[config.mk]
export PLATFORM = sky130hd
export DESIGN_NAME = fb_write_scheduler
export DESIGN_NICKNAME = d
export VERILOG_FILES = /design/src/rtl/fb_pkg.sv /design/src/rtl/fb_pix_fifo.sv /design/src/rtl/fb_write_scheduler.sv
export SDC_FILE = /design/constraint.sdc
export NUM_CORES = 1
export LEC_CHECK = 0
export BUFFER_PORTS_ARGS = -buffer_cell sky130_fd_sc_hd__buf_2
export CAP_MARGIN = 30
export CORE_UTILIZATION = 31
export CTS_CLUSTER_DIAMETER = 120
export DETAILED_ROUTE_END_ITERATION = 8
export GPL_TIMING_DRIVEN = 0
export SLEW_MARGIN = 20
export SYNTH_ARGS = -nofsm -noshare
export SYNTH_HDL_FRONTEND = slang
export SYNTH_HIERARCHICAL = 1
export SYNTH_SLANG_ARGS = --single-unit
[constraint.sdc]
create_clock -name clk -period 9.8 [get_ports clk]
set_input_delay 1.96 -clock clk [delete_from_list [all_inputs] [get_ports clk]]
set_output_delay 1.96 -clock clk [all_outputs]
set_load 0.01 [all_outputs]
[src/rtl/fb_pkg.sv]
// Shared types and constants for the frame-buffer write scheduler.
package fb_pkg;

   localparam int unsigned H_RES    = 640;
   localparam int unsigned V_RES    = 480;
   localparam int unsigned FB_WORDS = 307200;

   typedef enum logic [1:0] {
      IDLE  = 2'd0,
      RUN   = 2'd1,
      DRAIN = 2'd2,
      SWAP  = 2'd3
   } sched_state_t;

   typedef struct packed {
      logic [18:0] addr;
      logic [3:0]  color;
   } pix_t;

   // Row-major linear address: y*h_res + x.
   function automatic logic [18:0] lin_addr(input logic [9:0] x, input logic [8:0] y,
                                            input logic [18:0] h_res);
      return ({10'd0, y} * h_res) + {9'd0, x};
   endfunction

endpackage

[src/rtl/fb_pix_fifo.sv]
// First-word-fall-through pixel FIFO. The head entry is visible on dout
// whenever the FIFO is non-empty. A push while full or a pop while empty is ignored.
module fb_pix_fifo
   import fb_pkg::*;
#(
   parameter int unsigned DEPTH = 16
)(
   input  logic                     clk,
   input  logic                     rst,
   input  logic                     push,
   input  pix_t                     din,
   input  logic                     pop,
   output pix_t                     dout,
   output logic [$clog2(DEPTH):0]   count,
   output logic                     empty,
   output logic                     full
);

   localparam int unsigned PTR_W = $clog2(DEPTH);
   localparam logic [PTR_W:0]   DEPTH_C = DEPTH[PTR_W:0];
   localparam logic [PTR_W-1:0] PTR_ONE = {{(PTR_W-1){1'b0}}, 1'b1};
   localparam logic [PTR_W:0]   CNT_ONE = {{PTR_W{1'b0}}, 1'b1};

   pix_t             mem_r [DEPTH];
   logic [PTR_W-1:0] wr_ptr_r;
   logic [PTR_W-1:0] rd_ptr_r;
   logic [PTR_W:0]   count_r;
   logic             push_ok_s;
   logic             pop_ok_s;

   // Qualify push/pop against the current fill level.
   always_comb begin
      push_ok_s = push && (count_r != DEPTH_C);
      pop_ok_s  = pop && (count_r != {(PTR_W+1){1'b0}});
   end

   // Pointer and occupancy bookkeeping.
   always_ff @(posedge clk) begin
      if (rst) begin
         wr_ptr_r <= {PTR_W{1'b0}};
         rd_ptr_r <= {PTR_W{1'b0}};
         count_r  <= {(PTR_W+1){1'b0}};
      end else begin
         if (push_ok_s) wr_ptr_r <= wr_ptr_r + PTR_ONE;
         if (pop_ok_s)  rd_ptr_r <= rd_ptr_r + PTR_ONE;
         case ({push_ok_s, pop_ok_s})
            2'b10:   count_r <= count_r + CNT_ONE;
            2'b01:   count_r <= count_r - CNT_ONE;
            default: count_r <= count_r;
         endcase
      end
   end

   // Storage array; contents need no reset because occupancy gates every read.
   always_ff @(posedge clk) begin
      if (push_ok_s) mem_r[wr_ptr_r] <= din;
   end

   assign dout  = mem_r[rd_ptr_r];
   assign count = count_r;
   assign empty = (count_r == {(PTR_W+1){1'b0}});
   assign full  = (count_r == DEPTH_C);

endmodule

[src/rtl/fb_write_scheduler.sv]
// Arbitrates line-drawer and overlay pixel writes into the frame buffer,
// clips off-screen pixels, buffers accepted pixels and sequences the
// vggo / drain / halt frame handshake so no pixel lands after a buffer swap.
module fb_write_scheduler
   import fb_pkg::*;
#(
   parameter int unsigned FIFO_DEPTH = 16,
   parameter int unsigned H_RES      = fb_pkg::H_RES,
   parameter int unsigned V_RES      = fb_pkg::V_RES,
   parameter int unsigned SWAP_WAIT  = 3
)(
   input  logic        clk,
   input  logic        rst,
   input  logic        vg_valid,
   output logic        vg_ready,
   input  logic [9:0]  vg_x,
   input  logic [8:0]  vg_y,
   input  logic [3:0]  vg_color,
   input  logic        ov_valid,
   output logic        ov_ready,
   input  logic [9:0]  ov_x,
   input  logic [8:0]  ov_y,
   input  logic [3:0]  ov_color,
   input  logic        vggo_in,
   input  logic        frame_done,
   output logic        vggo_out,
   output logic        halt_out,
   output logic        en_w,
   output logic [18:0] w_addr,
   output logic [3:0]  color_out,
   output logic        busy,
   output logic [15:0] clip_count,
   output logic        seq_err
);

   localparam int unsigned CNT_W = $clog2(FIFO_DEPTH) + 1;
   localparam int unsigned SC_W  = ($clog2(SWAP_WAIT) < 2) ? 2 : $clog2(SWAP_WAIT);
   localparam logic [SC_W-1:0] SWAP_LAST = SC_W'(SWAP_WAIT - 1);
   localparam logic [SC_W-1:0] SC_ONE    = {{(SC_W-1){1'b0}}, 1'b1};
   localparam logic [18:0]     H_RES_W   = 19'(H_RES);

   sched_state_t     state_r;
   logic [SC_W-1:0]  swap_cnt_r;
   logic             vggo_prev_r;
   logic             done_prev_r;
   logic             vggo_rise_s;
   logic             done_rise_s;
   logic             rr_vg_r;
   logic             stage_valid_r;
   pix_t             stage_pix_r;
   pix_t             fifo_dout_s;
   logic [CNT_W-1:0] fifo_count_s;
   logic             fifo_empty_s;
   logic             fifo_full_s;
   logic             push_s;
   logic             pop_s;
   logic             space_s;
   logic             run_s;
   logic             vg_hs_s;
   logic             ov_hs_s;
   logic             hs_s;
   logic             in_range_s;
   logic [9:0]       sel_x_s;
   logic [8:0]       sel_y_s;
   logic [3:0]       sel_color_s;
   logic             vggo_out_r;
   logic             halt_r;
   logic             busy_r;
   logic             seq_err_r;
   logic [15:0]      clip_cnt_r;
   logic             en_w_r;
   logic [18:0]      w_addr_r;
   logic [3:0]       color_r;

   // Edge detection, arbitration, handshake and clipping decode.
   always_comb begin
      vggo_rise_s = vggo_in & ~vggo_prev_r;
      done_rise_s = frame_done & ~done_prev_r;
      run_s       = (state_r == RUN);
      // Stage occupancy is counted so a staged pixel always finds a FIFO slot.
      space_s     = (32'(fifo_count_s) + 32'(stage_valid_r)) < FIFO_DEPTH;
      vg_hs_s     = run_s & space_s & vg_valid & (~ov_valid | rr_vg_r);
      ov_hs_s     = run_s & space_s & ov_valid & (~vg_valid | ~rr_vg_r);
      hs_s        = vg_hs_s | ov_hs_s;
      if (vg_hs_s) begin
         sel_x_s     = vg_x;
         sel_y_s     = vg_y;
         sel_color_s = vg_color;
      end else begin
         sel_x_s     = ov_x;
         sel_y_s     = ov_y;
         sel_color_s = ov_color;
      end
      in_range_s  = (32'(sel_x_s) < H_RES) && (32'(sel_y_s) < V_RES);
      push_s      = stage_valid_r & ~fifo_full_s;
      pop_s       = ~fifo_empty_s;
   end

   assign vg_ready = vg_hs_s;
   assign ov_ready = ov_hs_s;

   // Round-robin pointer: after a two-way contention, favour the loser next time.
   always_ff @(posedge clk) begin
      if (rst) begin
         rr_vg_r <= 1'b1;
      end else if (run_s && space_s && vg_valid && ov_valid) begin
         rr_vg_r <= ov_hs_s;
      end
   end

   // Address stage: linearise in-range pixels; off-screen pixels never enter the FIFO.
   always_ff @(posedge clk) begin
      if (rst) begin
         stage_valid_r <= 1'b0;
         stage_pix_r   <= '{addr: 19'd0, color: 4'd0};
      end else if (hs_s && in_range_s) begin
         stage_valid_r <= 1'b1;
         stage_pix_r   <= '{addr: lin_addr(sel_x_s, sel_y_s, H_RES_W), color: sel_color_s};
      end else begin
         stage_valid_r <= 1'b0;
      end
   end

   fb_pix_fifo #(.DEPTH(FIFO_DEPTH)) u_fifo (
      .clk   (clk),
      .rst   (rst),
      .push  (push_s),
      .din   (stage_pix_r),
      .pop   (pop_s),
      .dout  (fifo_dout_s),
      .count (fifo_count_s),
      .empty (fifo_empty_s),
      .full  (fifo_full_s)
   );

   // Write port: one registered frame-buffer write per FIFO pop; data holds otherwise.
   always_ff @(posedge clk) begin
      if (rst) begin
         en_w_r   <= 1'b0;
         w_addr_r <= 19'd0;
         color_r  <= 4'd0;
      end else begin
         en_w_r <= pop_s;
         if (pop_s) begin
            w_addr_r <= fifo_dout_s.addr;
            color_r  <= fifo_dout_s.color;
         end
      end
   end

   // Frame sequencer with registered pulse, status and clip-count outputs.
   always_ff @(posedge clk) begin
      if (rst) begin
         state_r     <= IDLE;
         swap_cnt_r  <= {SC_W{1'b0}};
         vggo_prev_r <= 1'b0;
         done_prev_r <= 1'b0;
         vggo_out_r  <= 1'b0;
         halt_r      <= 1'b0;
         busy_r      <= 1'b0;
         seq_err_r   <= 1'b0;
         clip_cnt_r  <= 16'd0;
      end else begin
         vggo_prev_r <= vggo_in;
         done_prev_r <= frame_done;
         vggo_out_r  <= 1'b0;
         halt_r      <= 1'b0;
         if (hs_s && !in_range_s && (clip_cnt_r != 16'hFFFF)) begin
            clip_cnt_r <= clip_cnt_r + 16'd1;
         end
         case (state_r)
            IDLE: begin
               if (vggo_rise_s) begin
                  vggo_out_r <= 1'b1;
                  clip_cnt_r <= 16'd0;
                  state_r    <= RUN;
                  busy_r     <= 1'b1;
               end else begin
                  busy_r     <= 1'b0;
               end
            end
            RUN: begin
               busy_r <= 1'b1;
               if (vggo_rise_s) seq_err_r <= 1'b1;
               if (done_rise_s) state_r <= DRAIN;
            end
            DRAIN: begin
               busy_r <= 1'b1;
               if (vggo_rise_s) seq_err_r <= 1'b1;
               if (!stage_valid_r && fifo_empty_s) begin
                  halt_r     <= 1'b1;
                  swap_cnt_r <= {SC_W{1'b0}};
                  state_r    <= SWAP;
               end
            end
            SWAP: begin
               if (vggo_rise_s) seq_err_r <= 1'b1;
               if (swap_cnt_r == SWAP_LAST) begin
                  state_r <= IDLE;
                  busy_r  <= 1'b0;
               end else begin
                  swap_cnt_r <= swap_cnt_r + SC_ONE;
                  busy_r     <= 1'b1;
               end
            end
            default: begin
               state_r <= IDLE;
               busy_r  <= 1'b0;
            end
         endcase
      end
   end

   assign vggo_out   = vggo_out_r;
   assign halt_out   = halt_r;
   assign busy       = busy_r;
   assign seq_err    = seq_err_r;
   assign clip_count = clip_cnt_r;
   assign en_w       = en_w_r;
   assign w_addr     = w_addr_r;
   assign color_out  = color_r;

endmodule

* Word-level counts from Yosys, hierarchy flattened
Memory sizes are Yosys's and may differ from the RTL's. A register that Yosys moved wholly into a read port is not among the register bits. Index checks and enable logic that the tools add are counted.
Word-level totals: bits in registers 65, bits in writable memories 368, bits of input ports 52, output and inout port bits 46, logic and storage cells 111, memories kept 1
Cells by class: $add $sub $neg 8, multipliers 1, magnitude comparators 3, equality and inequality tests 14, muxes and demuxes 22, bitwise gates (word level) 20, reduce and logical (&&, ||, !) cells 25
Memory list:
- u_fifo.mem_r | words 16, bits a word 23, read ports 1, clocked after memory_dff 1, write ports 1, line fb_pix_fifo.sv:24 | pix_t mem_r [DEPTH];
Operator list (number):
- 16-bit 2-to-1 mux | 3
- 19-bit by 10-bit adder with 19-bit output | 1
- 16-bit by 1-bit adder with 16-bit output, second input constant | 1
- 16-bit != test, second input constant | 1
- 9-bit by 3-bit multiplier with 12-bit output, second input constant | 1
- 2-bit 2-to-1 mux | 6
- 1-bit logical AND | 10
- 10-bit less-than comparator, second input constant | 1
- 10-bit 2-to-1 mux | 1
- 2-bit != test, second input constant | 5
- 5-bit case mux with 2 select lines | 1
- 9-bit less-than comparator, second input constant | 1
- 9-bit 2-to-1 mux | 1
- 1-bit inverter | 9
- 4-bit by 1-bit adder with 4-bit output, second input constant | 2
- 1-bit AND | 8
- 2-bit equality test, second input constant | 4
- 2-bit case mux with 4 select lines | 1
- 5-bit by 1-bit adder with 6-bit output | 1
- 6-bit by 5-bit less-than comparator with 1-bit output, second input constant | 1
- 1-bit 2-to-1 mux | 6
- 2-bit OR reduction | 3
- 5-bit by 1-bit adder with 5-bit output, second input constant | 1
- 5-bit equality test, second input constant | 1
- 17 further kinds | 23

* Depth between registers and ports, before layout
depth after elaboration 14, gate-level depth with buffers 17, mapped depth without buffers 16

* By module
The synthesis kept the hierarchy.
By module, submodules not included:
- fb_pix_fifo | instances 1, cells an instance 684, area each 14750.4 µm², sequential area each 11390.9 µm²
- fb_write_scheduler | instances 1, cells an instance 434, area each 4096.4 µm², sequential area each 1501.4 µm²

* Least setup slack after synthesis
Ideal clock, no wire load.
path type input-to-reg, start point in ov_valid, end point reg stage_pix_r[22] in the netlist's numbering, setup time 0.086 ns, data arrival time 5.559 ns, required time 9.714 ns, slack 4.155 ns, cell stages on the path 15, buffers on the path 1, path through inv_1 -> o21ai_2 -> nor2_1 -> clkbuf_1 -> mux2_2 -> ha_1 -> ha_1 -> fa_1 -> o211a_1 -> o21ai_0 -> nor4b_1 -> nand3_1 -> nor2b_1 -> a21oi_1 -> a221oi_2
On the way: word-level cells in the longest chain between the ends 7, elaborated cells between the ends (all ways) 14, those cells by class add/sub: 1; mul: 1; order compare: 2; mux: 2; bitwise: 6; reduce/logical: 2
RTL lines:
- from (decl) | line fb_write_scheduler.sv:19 | input logic ov_valid,
- 1-bit inverter (*) | line fb_write_scheduler.sv:82 | vg_hs_s = run_s & space_s & vg_valid & (~ov_valid | rr_vg_r);
- 1-bit OR (*) | line fb_write_scheduler.sv:82
- 1-bit AND (*) | line fb_write_scheduler.sv:82
- named net vg_ready | line fb_write_scheduler.sv:15 | output logic vg_ready,
- branches (longest 4 deep; another with 19-bit by 10-bit adder with 19-bit output)
- to (signal assigned) | line fb_write_scheduler.sv:115 | stage_pix_r <= '{addr: 19'd0, color: 4'd0};
- to (signal assigned) | line fb_write_scheduler.sv:118 | stage_pix_r <= '{addr: lin_addr(sel_x_s, sel_y_s, H_RES_W), color: sel_color_s};
- to (decl) | line fb_write_scheduler.sv:50 | pix_t stage_pix_r;
Mark *: on every way through the listed nets, which the timed path passes. A chain may end at the register's enable or synchronous reset.

* Worst setup path in the final report
start point in ov_valid, end point reg stage_pix_r[22] in the netlist's numbering
On the way: word-level cells in the longest chain between the ends 7, elaborated cells between the ends (all ways) 14, those cells by class add/sub: 1; mul: 1; order compare: 2; mux: 2; bitwise: 6; reduce/logical: 2
RTL lines:
- branches (longest 7 deep; another with 19-bit by 10-bit adder with 19-bit output)
Several ways; the timed one is not identified.

==> results.md <==
* TritonCTS Sinks at 460
* Synthesized Nets at 1204
* Clock buffer depth at 3
* Post-DR wirelength/cell at 19.5 um
* R2R Path End: stage_pix_r[22]
* Hold Path End: swap_cnt_r[0]
* Design area at 22100 sq um
* Adder-Cell Fraction of Synth Area at 2.34%
* Antenna diodes at 0
* Net Sw Power at 1.23 mW
* Worst skew pair latency at 0.55 ns
* Internal power at 3.57 mW
* Fin. Hold Viols at 0
* Vias in the first global route at 10.4k
* Fmax at 178 MHz
* Synth Cell Area at 18800 sq um
* Post-CTS Hold Buffers at 0
* Max-slew violation count at 0
* I/O Buffers at 97
* R2R Path Start: state_r[1]
* First-pass GRT wire length at 63.0 mm
* Final nets at 1371
* Comb pwr share at 15.0%
* Worst slack, placed at 3.62 ns
* Post-layout minimum cycle time at 5.62 ns
* Grt ovf at 0
* Vias at 10.1k
* Inst Count DP at 2018
* Crit path DAT at 6.08 ns
* Placed cell area at 20600 sq um
* Min-delay worst type: flop to flop
* Yosys warns at 6
* CTS buffer count at 46
* Post-synthesis xor/xnor area fraction at 1.39%
* Leakage at 7.75 nW
* CTS clk-pin slew, worst paths at 0.06 ns
* Critical Path Max Stage Delay at 0.61 ns
* Setup violations, final at 0
* Clk_skew at 0.0143 ns
* Yosys top cell by area: edfxtp_1
* Tot GR Track Use at 13.3%
* CP Capture Type: flop
* Unrepaired setup endpoints after global routing: no
* Post-synth EDFFs at 368
* R2R setup slack at 4.88 ns
* Synth Instances at 1118
* Relative slew slack at 36.0%
* Hold_sp: swap_cnt_r[0]
* CP Max Fanout at 10
* Total Wirelength at 41.0 mm
* Final Worst Setup Slack at 4.18 ns
* Non-filler instance count after layout at 2104
* CP required at 10.26 ns
* Switching share of power at 25.6%
* Synth top area share at 58.6%
* Slowest stage cell, crit path: fa_1
* Largest family of logic cells by synthesized area: multiplexers
* Die H at 249 um
* # DRC at 0
* Compound-cell area share of the yosys netlist at 5.51%
* Critical-path cell list: buf_2 -> inv_1 -> o21ai_2 -> nor2_1 -> clkbuf_1 -> mux2_2 -> ha_1 -> ha_1 -> fa_1 -> o211a_1 -> o21ai_0 -> nor4b_1 -> nand3_1 -> nor2b_1 -> a21oi_1 -> a221oi_2
* H-tree Lvls at 2
* CTS tree: done
* Ys async rst share at 0%
* Outcome: finished clean
* Area growth from synthesis to layout at 17.1%
* Seq pwr share at 49.3%
* Post-Synth Simple-Gate Area at 5.44%
* # fillers at 5566
* Share of cells above drive strength 1 at 26.5%
* Post-CTS resize count at 0
* Post-synthesis area per instance at 16.9 sq um
* Post-synthesis mux area share at 15.1%
* CORE AREA at 60200 sq um
* Power Density at 217 nW/um^2
* # rows at 90
* CP most frequent cell: ha_1
* CTS Root Cell: clkbuf_16
* Slew @ Worst Pin at 0.959 ns
* Seq cells post-synth at 460
* Worst reg-to-reg path cell count at 17
* Antenna violations before repair at 0
* Postcts setup bufs at 0
* Largest net degree at the start of global routing at 24
* Drt pass-1 iters at 5
* DR iter-0 viols at 583
* Max-Cap Viols at 0
* Register area share after synthesis at 68.4%
* Clk pwr share at 35.8%
* Die area at 61800 sq um
* CP Launch Type: input port
* Ys flop type: edfxtp_1
* Die X at 249 um
* Antenna-violating nets left at 0
* Hold path cells at 2
* Starting Density at 31.3%
* HPWL Detailed at 28.4 mm
* GPL Wtd Cong at 0.781
* Kind of critical path: input port to flop
* Tot Pwr at 4.80 mW
* Crit share post-route at 57.3%
* Vias per cell at 4.81
* Post-synthesis cell type count at 66
* Synth area leaders: edfxtp_1, mux4_2, dfxtp_1
* Setup TNS at 0 ns
* IO Pins at 98
* Worst VDD drop at 0.134 mV
-- critical path: cells and delay by family --
| family | cells | cell delay, ns |
|---|---|---|
| fa+ha+maj | 3 | 1.15 |
| mux | 1 | 0.46 |
| compound gates | 5 | 0.68 |
| buf+inv | 3 | 0.67 |
| simple gates | 4 | 1.16 |
-- synthesized netlist by cell type (all sizes together), types with 10 or more instances --
cell type / instances
edfxtp: 368
nor2: 93
dfxtp: 92
mux4: 92
mux2i: 53
a22oi: 47
nand2: 42
clkbuf: 39
ha: 32
inv: 28
a21oi: 24
mux2: 22
nand3: 18
xor2: 16
and2: 14
buf: 14
xnor2: 14
o21ai: 13
a211oi: 10
-- metrics by stage --
stage          utilization (%)  hold slack [ns]
2_1_floorplan                -            0.450
3_3_place_gp              33.7            0.463
3_5_place_dp              34.2            0.460
4_1_cts                   36.6            0.478
5_1_grt                   36.6            0.502
6_report                  36.6            0.479
-- sequential cells by signal (all words and copies together), names as in the netlist, named ones only --
signal,count
u_fifo/wr_ptr_r,4
state_r,2
w_addr,19
en_w,1
vggo_out,1
seq_err,1
color_out,4
stage_pix_r,23
u_fifo/mem_r,368
swap_cnt_r,2
busy,1
clip_count,16
u_fifo/rd_ptr_r,4
u_fifo/count,5
done_prev_r,1
stage_valid_r,1
vggo_prev_r,1
rr_vg_r,1
halt_out,1
-- power groups by stage --
stage / Clock (mW) / Sequential (mW) / Combinational, mW
floorplan: 0 / 2.37 / 0.508
global placement: 0 / 2.40 / 0.713
detailed placement: 0 / 2.41 / 0.731
CTS: 1.76 / 2.37 / 0.735
global route: 1.83 / 2.38 / 0.796
finish: 1.72 / 2.36 / 0.719
-- worst max-delay path by stage --
stage | slack, ns | to | cells after the start | start
2_1_floorplan | 4.16 | stage_pix_r[22] | 15 | ov_valid
3_3_place_gp | 3.39 | u_fifo/mem_r[1][5] | 6 | u_fifo/count[2]
3_5_place_dp | 3.62 | stage_pix_r[22] | 16 | ov_valid
4_1_cts | 4.18 | stage_pix_r[22] | 16 | ov_valid
5_1_grt | 3.84 | stage_pix_r[22] | 16 | ov_valid
6_report | 4.18 | stage_pix_r[22] | 16 | ov_valid
-- cells by family after synthesis --
logic type      Yosys count
compound gates          131
simple gates            215
fa+ha+maj                34
flops                   460
mux                     167
xor+xnor                 30
buf+inv                  81
-- per-layer routing --
metal,global-route usage [%],up-vias,wire [um]
li1,-,4710,-
met1,18.2,5123,18800
met2,22.2,228,19800
met3,2.11,49,1860
met4,2.73,0,613
met5,0,-,0
-- cells in the final DEF (no fill, tap or decap), types with 14 or more instances in the layout --
master and n:
nand3_1 16, ha_1 32, inv_1 28, mux2i_1 53, buf_2 117, mux4_2 92
nor2_1 89, mux2_2 22, xnor2_1 14, clkbuf_1 50, a21oi_1 23, a22oi_1 47
edfxtp_1 368, nand2_1 41, xor2_1 16, clkbuf_16 47, dfxtp_1 92
-- area by class of cell --
| class | instances | area [sq um] | share of cell area [%] |
|---|---|---|---|
| Buffer | 53 | 233 | 1.05 |
| Inverter | 28 | 105 | 0.476 |
| Clock buffer | 64 | 1300 | 5.89 |
| Clock inverter | 21 | 184 | 0.833 |
| Multi-Input combinational cell | 577 | 5680 | 25.7 |
| Tap cell | 782 | 978 | 4.43 |
| Timing Repair Buffer | 119 | 703 | 3.19 |
| Sequential cell | 460 | 12900 | 58.4 |
(Power assumes the default switching activity.)
